### config.mk
export PLATFORM = sky130hd
export DESIGN_NAME = spi_byte_tx
export DESIGN_NICKNAME = d
export VERILOG_FILES = /design/src/rtl/pkg_ili9341.sv /design/src/rtl/spi_clk_div.sv /design/src/rtl/spi_byte_tx.sv
export SDC_FILE = /design/constraint.sdc
export NUM_CORES = 1
export LEC_CHECK = 0
export CAP_MARGIN = 10
export CORE_MARGIN = 4
export CORE_UTILIZATION = 65
export DETAILED_ROUTE_END_ITERATION = 10
export DONT_BUFFER_PORTS = 1
export GPL_TIMING_DRIVEN = 0
export PLACE_DENSITY = 0.8
export SYNTH_ARGS = -nofsm -noshare
export SYNTH_HDL_FRONTEND = slang
export SYNTH_HIERARCHICAL = 1
export SYNTH_SLANG_ARGS = --single-unit
### constraint.sdc
create_clock -name clk -period 3.5 [get_ports clk]
set_input_delay 1.05 -clock clk [delete_from_list [all_inputs] [get_ports clk]]
set_output_delay 1.05 -clock clk [all_outputs]
set_load 0.005 [all_outputs]
### src/rtl/pkg_ili9341.sv
// ---------------------------------------------------------------------------
// pkg_ili9341
// Shared definitions for the ILI9341 panel command path.
//   LOW / HIGH / NO_DATA   : generic pin levels and the empty data byte
//   SCK_IDLE / CS_IDLE / DC_IDLE : panel SPI pin levels while no byte is active
//   spi_state_t            : states of the serial byte transmitter
//   div_cnt_w()            : width of a divide-by-N down counter (at least 1)
// ---------------------------------------------------------------------------
package pkg_ili9341;

    localparam logic       LOW     = 1'b0;
    localparam logic       HIGH    = 1'b1;
    localparam logic [7:0] NO_DATA = 8'h00;

    localparam logic SCK_IDLE = LOW;
    localparam logic CS_IDLE  = HIGH;
    localparam logic DC_IDLE  = HIGH;

    typedef enum logic [1:0] {
        SPI_IDLE,
        SPI_LOW,
        SPI_HIGH,
        SPI_DONE
    } spi_state_t;

    function automatic int div_cnt_w(input int clk_div);
        return (clk_div > 1) ? $clog2(clk_div) : 1;
    endfunction

endpackage

### src/rtl/spi_clk_div.sv
// ---------------------------------------------------------------------------
// spi_clk_div
// Phase timer for the SPI transmitter. While i_ena is high, o_tick pulses for
// one cycle every CLK_DIV cycles; the first tick comes CLK_DIV cycles after
// i_ena rises. The counter reloads whenever i_ena is low.
// Ports:
//   clk    in  system clock
//   rst    in  synchronous, active-high reset
//   i_ena  in  count enable (high while an SCK phase is running)
//   o_tick out one-cycle end-of-phase strobe
// ---------------------------------------------------------------------------
module spi_clk_div
    import pkg_ili9341::*;
#(
    parameter int CLK_DIV = 4
) (
    input  logic clk,
    input  logic rst,
    input  logic i_ena,
    output logic o_tick
);

    localparam int            CW     = div_cnt_w(CLK_DIV);
    localparam logic [CW-1:0] RELOAD = CW'(CLK_DIV - 1);

    logic [CW-1:0] cnt;

    // A tick both ends the current phase and reloads for the next one, so
    // consecutive phases are exactly CLK_DIV cycles long with no gap.
    // NOTE: sequential state uses non-blocking (<=) so every register samples
    // the pre-edge values of its neighbours, independent of statement order.
    always_ff @(posedge clk) begin
        if (rst || !i_ena || o_tick) begin
            cnt <= RELOAD;
        end else begin
            cnt <= cnt - 1'b1;
        end
    end

    assign o_tick = i_ena && (cnt == '0);

endmodule

### src/rtl/spi_byte_tx.sv
// ---------------------------------------------------------------------------
// spi_byte_tx
// Serial back end for the ILI9341 command path. Accepts one byte request and
// shifts it MSB-first onto the panel SPI pins (mode 0: SCK idles low, MOSI
// set up while SCK is low, sampled by the panel on the rising edge).
// Every output is a register; no combinational path from inputs to pins.
// Ports:
//   clk          in   system clock
//   rst          in   synchronous, active-high reset
//   i_send       in   byte request, held by upstream until o_byte_sent
//   i_data       in   byte to shift (DW bits)
//   i_dc         in   D/C level for this byte (0 command, 1 data)
//   i_cs         in   CS level for this byte (0 selected)
//   o_byte_sent  out  one-cycle pulse after the last bit's SCK high phase
//   o_busy       out  high whenever a byte is in flight
//   o_sck        out  SPI clock, idle low
//   o_mosi       out  SPI data
//   o_dc         out  panel D/C pin, idle high
//   o_cs         out  panel CS pin, idle high
//   o_byte_cnt   out  16-bit count of o_byte_sent pulses, wraps
//                     (present only when SPI_TX_BYTE_CNT_EN is defined)
// Configuration macro: SPI_TX_BYTE_CNT_EN
// ---------------------------------------------------------------------------
module spi_byte_tx
    import pkg_ili9341::*;
#(
    parameter int DW      = 8,
    parameter int CLK_DIV = 4
) (
    input  logic          clk,
    input  logic          rst,
    input  logic          i_send,
    input  logic [DW-1:0] i_data,
    input  logic          i_dc,
    input  logic          i_cs,
    output logic          o_byte_sent,
    output logic          o_busy,
    output logic          o_sck,
    output logic          o_mosi,
    output logic          o_dc,
    output logic          o_cs
`ifdef SPI_TX_BYTE_CNT_EN
    ,
    output logic [15:0]   o_byte_cnt
`endif
);

    localparam int BW = (DW > 1) ? $clog2(DW) : 1;

    spi_state_t    state, state_next;
    logic [DW-1:0] shreg, shreg_next;
    logic [BW-1:0] bit_cnt, bit_cnt_next;
    logic          dc_hold, dc_next;
    logic          cs_hold, cs_next;
    logic          phase_active;
    logic          tick;

    assign phase_active = (state == SPI_LOW) || (state == SPI_HIGH);

    spi_clk_div #(
        .CLK_DIV(CLK_DIV)
    ) u_clk_div (
        .clk    (clk),
        .rst    (rst),
        .i_ena  (phase_active),
        .o_tick (tick)
    );

    always_ff @(posedge clk) begin
        if (rst) begin
            state <= SPI_IDLE;
        end else begin
            state <= state_next;
        end
    end

    // Inputs are only looked at in IDLE, so anything upstream does while a
    // byte is in flight has no effect and nothing is ever queued.
    // NOTE: every signal driven here gets its hold value first; a path that
    // leaves one unassigned would otherwise infer a latch.
    always_comb begin
        state_next   = state;
        shreg_next   = shreg;
        bit_cnt_next = bit_cnt;
        dc_next      = dc_hold;
        cs_next      = cs_hold;
        case (state)
            SPI_IDLE: begin
                if (i_send) begin
                    state_next   = SPI_LOW;
                    shreg_next   = i_data;
                    bit_cnt_next = BW'(DW - 1);
                    dc_next      = i_dc;
                    cs_next      = i_cs;
                end
            end
            SPI_LOW: begin
                if (tick) state_next = SPI_HIGH;
            end
            SPI_HIGH: begin
                if (tick) begin
                    if (bit_cnt == '0) begin
                        state_next = SPI_DONE;
                    end else begin
                        state_next   = SPI_LOW;
                        shreg_next   = shreg << 1;
                        bit_cnt_next = bit_cnt - 1'b1;
                    end
                end
            end
            SPI_DONE: state_next = SPI_IDLE;
            default:  state_next = SPI_IDLE;
        endcase
    end

    // Pins are decoded from the next state so they change on the same edge
    // as the state register. MOSI only moves when entering LOW (SCK falling
    // or already low), which keeps it stable across every rising SCK edge.
    always_ff @(posedge clk) begin
        if (rst) begin
            shreg       <= DW'(NO_DATA);
            bit_cnt     <= '0;
            dc_hold     <= DC_IDLE;
            cs_hold     <= CS_IDLE;
            o_byte_sent <= LOW;
            o_busy      <= LOW;
            o_sck       <= SCK_IDLE;
            o_mosi      <= LOW;
            o_dc        <= DC_IDLE;
            o_cs        <= CS_IDLE;
        end else begin
            shreg       <= shreg_next;
            bit_cnt     <= bit_cnt_next;
            dc_hold     <= dc_next;
            cs_hold     <= cs_next;
            o_byte_sent <= (state_next == SPI_DONE);
            o_busy      <= (state_next != SPI_IDLE);
            o_sck       <= (state_next == SPI_HIGH) ? HIGH : SCK_IDLE;
            o_mosi      <= (state_next == SPI_IDLE) ? LOW     : shreg_next[DW-1];
            o_dc        <= (state_next == SPI_IDLE) ? DC_IDLE : dc_next;
            o_cs        <= (state_next == SPI_IDLE) ? CS_IDLE : cs_next;
        end
    end

`ifdef SPI_TX_BYTE_CNT_EN
    // Counts completed bytes; a reset during the pulse cycle wins.
    always_ff @(posedge clk) begin
        if (rst) begin
            o_byte_cnt <= '0;
        end else if (o_byte_sent) begin
            o_byte_cnt <= o_byte_cnt + 16'd1;
        end
    end
`endif

endmodule

## Word-level counts from Yosys, hierarchy flattened

Cells that the tools add are included.

- $add $sub $neg: 2
- Equal/unequal tests: 8
- Multiplexer cells: 18
- Reduce and logical (&&, ||, !) cells: 13

Operator list:

| kind | number |
|---|---|
| 2-to-1 mux 8 bit | 3 |
| case mux 8 bit (2 select lines) | 1 |
| 2-to-1 mux 3 bit | 3 |
| == test 2 bit, second input constant | 4 |
| 2-to-1 mux 2 bit | 4 |
| case mux 2 bit (4 select lines) | 1 |
| logical NOT 2 bit | 3 |
| case mux 3 bit (2 select lines) | 1 |
| 2-to-1 mux 1 bit | 5 |
| != test 2 bit, second input constant | 2 |
| AND reduction 4 bit | 1 |
| nonzero test 2 bit | 2 |
| logical NOT 3 bit | 1 |
| logical OR 1 bit | 3 |
| subtractor 3 x 1 -> 3 bit, second input constant | 1 |
| == test 2 x 1 -> 1 bit, second input constant | 1 |
| != test 2 x 1 -> 1 bit, second input constant | 1 |
| OR reduction 2 bit | 1 |
| subtractor 2 x 1 -> 2 bit, second input constant | 1 |
| logical AND 1 bit | 1 |
| logical NOT 1 bit | 1 |

- Register bits after elaboration: 23
- Input bits: 13
- Output and inout port bits: 6
- Word-level logic and storage cells: 54

## Longest topological paths before layout

Gate-level depths: netlist of the first run.

- Depth in word-level cells: 7
- Gate-level depth with buffers: 8
- Gate-level depth less buffers: 7

## Modules after synthesis

The synthesis of the first run kept the hierarchy.

By module, submodules not included:

| module | instances | cells each | area each (sq um) | sequential area each (sq um) |
|---|---|---|---|---|
| spi_byte_tx | 1 | 118 | 1089.8 | 420.4 |
| spi_clk_div | 1 | 8 | 90.1 | 40.0 |

## Worst setup path before layout of the first run

No wires, ideal clock.

- Path kind: reg2reg
- Start: register state[0]
- End: register o_mosi
- Library setup time: 86 ps
- Arrival: 1922 ps
- Data required time: 3414 ps
- Setup slack: 1491 ps
- Cell stages (with the launch flop): 8
- Buffers on the path: 1
- Clock period less this slack: 2009 ps
- Path through: dfxtp_1 inv_1 ha_1 and2_2 buf_8 mux2_4 o311a_4 a221oi_2

- Word-level cells in the longest chain between the ends: 7
- Elaborated cells between the ends (all ways): 14
- Classes of those cells: eq/ne (3); mux (6); reduce/logical (5)

Ends and longest elaborated chain:

| element | line | RTL |
|---|---|---|
| start: declaration | spi_byte_tx.sv:50 | `spi_state_t state, state_next;` |
| start signal: assignment | spi_byte_tx.sv:73 | `state <= state_next;` |
| == test 2 x 1 -> 1 bit or == test 2 bit (tied branches) | spi_byte_tx.sv:58 | `assign phase_active = (state == SPI_LOW) \|\| (state == SPI_HIGH);` |
| logical OR 1 bit (*) | spi_byte_tx.sv:58 |  |
| via phase_active | spi_byte_tx.sv:55 | `logic phase_active;` |
| logical AND 1 bit (*) | spi_clk_div.sv:40 | `assign o_tick = i_ena && (cnt == '0);` |
| via tick | spi_byte_tx.sv:56 | `logic tick;` |
| 2-to-1 mux 2 bit (on tied branches) | spi_byte_tx.sv:101, spi_byte_tx.sv:98 |  |
| case mux 2 bit (4 select lines) | spi_byte_tx.sv:87 | `case (state)` |
| logical NOT 2 bit | spi_byte_tx.sv:139 | `o_mosi <= (state_next == SPI_IDLE) ? LOW : shreg_next[DW-1];` |
| OR reduction 2 bit (no line) | - |  |
| end signal: assignment | spi_byte_tx.sv:139 |  |
| end: declaration | spi_byte_tx.sv:39 | `output logic o_mosi,` |

The timed path passes the listed nets; every way through them passes the cells marked *. The select of a mux whose other input is x is not followed.
A chain may end at the register's enable or synchronous reset.

## Worst setup path in the final report of the first run

Ends and elaborated chain as after synthesis.

==> results of run 1 <==
registers in the layout, summed over array words and instances, names as in the netlist:
register,flops
o_mosi,1
shreg,8
state,2
o_cs,1
o_byte_sent,1
o_busy,1
dc_hold,1
o_dc,1
o_sck,1
bit_cnt,3
cs_hold,1
u_clk_div/cnt,2
through the flow:
stage	cell area [um2]	setup WS (ns)	hold slack, ns	instances	power, mW
floorplan	1180	1.49	0.392	126	0.383
global placement	1210	1.38	0.399	151	0.398
detailed placement	1210	1.38	0.430	151	0.404
CTS	1240	1.35	0.459	155	0.526
global route	1240	1.27	0.479	155	0.552
finish	1240	1.36	0.447	155	0.519
worst max-delay path, delay by kind of cell, from the launching register on:
kind	cells	cell delay, ns
AO/OA/AOI/OAI	2	0.61
flip-flops	1	0.41
buffers and inverters	2	0.23
AND/OR/NAND/NOR	1	0.19
multiplexers	1	0.30
adder cells (fa/ha/maj)	1	0.33
where the power goes:
part	total [mW]	internal, mW	switching (mW)
clock network	0.121	0.0446	0.0762
logic	0.101	0.0436	0.0571
registers	0.297	0.285	0.0127
Yosys cell counts:
master      n  area, um2
ha_1        6       75.1
clkbuf_1    3       11.3
nor3_1      2       10.0
a2bb2oi_1   1       8.76
a211o_1     2       17.5
a41o_2      1       11.3
nor2b_1     2       12.5
buf_2       2       10.0
a21oi_1    17       85.1
nand2b_1    8       50.1
nand2b_4    1       13.8
nor3b_1     1       7.51
inv_1       7       26.3
a21o_2      3       26.3
a211oi_1    8       60.1
nor2_1      5       18.8
nand4bb_1   2       22.5
a221oi_2    1       15.0
buf_6       1       11.3
a21bo_2     1       10.0
a31oi_1     1       6.26
mux2_2      1       11.3
o22ai_2     1       12.5
nand4_1     3       18.8
nor2_2      2       12.5
a32oi_1     2       17.5
nand2_1     3       11.3
o311a_4     1       21.3
mux2_4      1       15.0
and2_2      2       15.0
dfxtp_1    23        460
buf_4       1       7.51
o21ai_0     8       40.0
and3_1      2       12.5
buf_8       1       15.0
final timing paths:
check	startpoint	end	depth (start not counted)
max reg2reg	state[0]	o_mosi	7
min reg2reg	u_clk_div/cnt[0]	u_clk_div/cnt[0]	1
max	state[0]	o_mosi	7
min	u_clk_div/cnt[0]	u_clk_div/cnt[0]	1
routing by layer:
| metal | GRT usage | vias up | routed length [um] |
|---|---|---|---|
| li1 | - | 470 | - |
| met1 | 0.230 | 439 | 1020 |
| met2 | 0.359 | 16 | 1190 |
| met3 | 0.0386 | 5 | 73 |
| met4 | 0.121 | 0 | 53 |
| met5 | 0 | - | 0 |
cell type report:
cell class	instances	area (um2)	share of cell area
Multi-Input combinational cell	88	638	0.516
Sequential cell	23	460	0.372
Buffer	8	55.1	0.0445
Tap cell	25	31.3	0.0253
Clock buffer	4	26.3	0.0212
Inverter	7	26.3	0.0212
logic make-up after synthesis:
family	Yosys count
fa+ha+maj	6
mux	2
compound gates	47
simple gates	33
buf+inv	15
flops	23
==> metrics, run 1 <==
Leakage Power 0.479 nW; max-cap violations 0; wire per inst 15.1 um; post-DP HPWL about 1700 um; Initial DRC Count 30; Hold Path Class reg2reg; Routed WL about 2300 um; Least-Margin Pin Slew 0.477 ns; FILL cells ~150; H-tree Lvls 1; Slew Limit Fails 0; clk slew on worst S/H paths approximately 0.12 ns; final net count 150; initial antenna violation count 0; status finished clean; Crit-path slowest cell dfxtp_1; RSZ-0062 raised after global routing no; vias post-DR between 900 and 1,000; most common cell after layout, fill and taps aside dfxtp_1; peak fanout along the critical path 10; Simple-Gate Fraction of Synth Area 0.174; Slew HR 0.682; CTS tree yes; crit path DAT around 2.4 ns; most frequent cells in the layout dfxtp_1 (23), a21oi_1 (17), nand2b_1 (8), o21ai_0 (8), a211oi_1 (8); Final Setup Violations 0; Die X approximately 51 um; peak supply drop approximately 0.3 mV; Mapped Area between 0.001 and 0.0015 mm2; CTS Sinks 23; Setup Fix Bufs, Post-CTS 0; TritonCTS buffer count 3; First-pass DRT Iterations 4; share of layout cells above drive strength 1 0.177; worst-case clock skew 0.00511 ns; n_diodes 0; IO buf count 0; area delta synth->final 4.88%; largest net degree at the start of global routing 13; Hold Fails Final Rpt 0; syn nets 145; slowest cell delay on critical path approximately 0.41 ns; maximum operating frequency roughly 0.47 GHz; PwrDens between 400 and 500 mW/mm2; Total Routing Usage GR 0.205; mux contribution to synthesized area 0.0223; sequential area share after synthesis 0.390; Synth cell types 35; Synth Area in XOR/XNOR 0; #FFs+latches synth 23; routability congestion estimate ~0.8; Post-Route Utilization 0.717; Cell Rows 15; kind of critical path reg2reg; Worst-Skew Late Latency 0.31 ns; critical path, cell by cell inv_1, ha_1, and2_2, buf_8, mux2_4, o311a_4, a221oi_2; CP endpoint kind flop; Core ar. between 0.0015 and 0.002 mm2; synth warn 6; DRC Markers 0; Final period util 0.611; remaining global-route overflow 0; Vert. Die Dim 50.6 um; Worst Path Required ~3.7 ns; overall die area 0.00256 mm2; Max clock buf depth 2; first-pass GRT wire length 3840 um; ANT nets after route 0; Synth Area in Adders 0.0636; Root Buffer clkbuf_4; largest family of logic cells by synthesized area compound AO/OA/AOI/OAI gates; Initial Util 0.683; vias in the first global route 850; CTS resizes 0; Synth Area in Compound Gates 0.281; CTS Hold Buffers Added 0; Syn Area/Cell between 9 and 10 um2; Period minus WS final between 2 and 2.5 ns; Synth Instances about 130; Setup TNS 0 ns; reg2reg setup slack approximately 1.4 ns; I/O pin count 19; startpoint types flop; vias per cell ~6.0
Note: power is estimated with default switching activity, not from simulation.
==> inputs of run 2 (changes only) <==
- CORE_UTILIZATION: 65 -> 60
- PLACE_DENSITY: 0.8 -> 0.75
- clock period: 3.5 -> 2.19 ns (I/O delays scaled with it)
==> run 2 against run 1 <==
Clock power is 59% higher. Worst setup slack worse by 1.3 ns. Non-clock buffer count stayed put. Final cell count stayed put. Flip-flop and latch count stayed put. Sequential share of layout area is 0.063 points higher. Critical path type unchanged. Critical endpoint unchanged. Largest cell class unchanged. Highest routed layer unchanged.
==> metrics, run 2 (same netlist as run 1, synthesis figures left out) <==
status finished clean; Die X roughly 52 um; max-cap violations 0; Root Buffer clkbuf_4; Slew HR 0.677; Hold Path Class reg2reg; CP endpoint kind flop; CTS Hold Buffers Added 0; reg2reg setup slack about 0.068 ns; Final Setup Violations 0; most frequent cells in the layout dfxtp_1 (22), a21oi_1 (17), nand2b_1 (8), o21ai_0 (8), a211oi_1 (8); vias post-DR 937; Initial Util 0.655; final instance area approximately 0.0012 mm2; Leakage Power about 0.48 nW; crit path DAT around 2.4 ns; first-pass GRT wire length between 3000 and 4000 um; First-pass DRT Iterations 4; initial antenna violation count 0; largest net degree at the start of global routing 13; CTS tree yes; Final period util 0.969; Period minus WS final between 2 and 2.5 ns; Max clock buf depth 2; Slew Limit Fails 0; I/O pin count 19; Post-DP Area approximately 0.0012 mm2; peak fanout along the critical path 10; CTS resizes 0; Pwr Total 0.829 mW; Post-Route Utilization 0.688; Core ar. roughly 0.0018 mm2; share of layout cells above drive strength 1 0.185; Regs by FF count shreg: 8 flops, bit_cnt: 3 flops; placed insts between 150 and 200; Vert. Die Dim about 52 um; final worst slack 0.0682 ns; routability congestion estimate roughly 0.77; DRC Markers 0; vias per cell between 6 and 7; Initial DRC Count 18; IO buf count 0; worst-case clock skew ~0.0021 ns; RSZ-0062 raised after global routing no; Largest register FFs 8; startpoint types flop; PwrDens approximately 670 mW/mm2; overall die area around 0.0027 mm2; area delta synth->final 4.98%; wire per inst approximately 15 um; n_diodes 0; TritonCTS buffer count 3; Cell Rows 15; Routed WL approximately 2400 um; clk slew on worst S/H paths roughly 0.12 ns; Setup Fix Bufs, Post-CTS 0; post-DP HPWL about 1800 um; Worst-Skew Late Latency roughly 0.30 ns; CTS Sinks 23; Finished Layout Cells ~160; vias in the first global route 851; Setup TNS 0 ns; kind of critical path reg2reg; H-tree Lvls 1; Place WS 0.0513 ns; most common cell after layout, fill and taps aside dfxtp_1; ANT nets after route 0; remaining global-route overflow 0; Hold Fails Final Rpt 0; Reg with most FFs shreg; worst-case hold slack between 0.4 and 0.5 ns; Worst Path Required between 2 and 2.5 ns; Least-Margin Pin Slew ~0.48 ns; maximum operating frequency between 0.4 and 0.5 GHz; peak supply drop between 0.4 and 0.5 mV; Total Routing Usage GR 0.196; final net count 150
-- run 2: cell types whose count changed in the layout (fill, tap and decap cells not counted) --
cell     change
dfxtp_1      -1
dfxtp_2      +1
-- run 2: final timing paths --
kind / end / cells past startpoint / start
max: o_mosi / 7 / state[0]
min: u_clk_div/cnt[0] / 1 / u_clk_div/cnt[0]
max reg2reg: o_mosi / 7 / state[0]
min reg2reg: u_clk_div/cnt[0] / 1 / u_clk_div/cnt[0]
-- run 2: worst max-delay path, cell delays in order (launching register included) --
cell and delay (ns):
dfxtp_2 0.38, inv_1 0.09, ha_1 0.33, and2_2 0.19
buf_8 0.13, mux2_4 0.29, o311a_4 0.35, a221oi_2 0.26
-- run 2: layout make-up --
type / count / area [um2]
Buffer: 8 / 55.1
Fill cell: 153 / 563
Clock buffer: 4 / 26.3
Tap cell: 25 / 31.3
Sequential cell: 23 / 462
Multi-Input combinational cell: 88 / 638
Inverter: 7 / 26.3
-- run 2: power breakdown --
group,leakage [nW],internal (mW),total (mW),switching [mW]
combinational,0.274,0.0698,0.161,0.0915
clock,0.0150,0.0709,0.192,0.121
sequential,0.190,0.455,0.476,0.0206
total,0.479,0.596,0.829,0.233
-- run 2: routing by layer --
metal | GRT usage | share of wire
met2 | 0.308 | 0.49
met1 | 0.254 | 0.44
met4 | 0.0851 | 0.015
met3 | 0.0456 | 0.048
met5 | 0 | 0
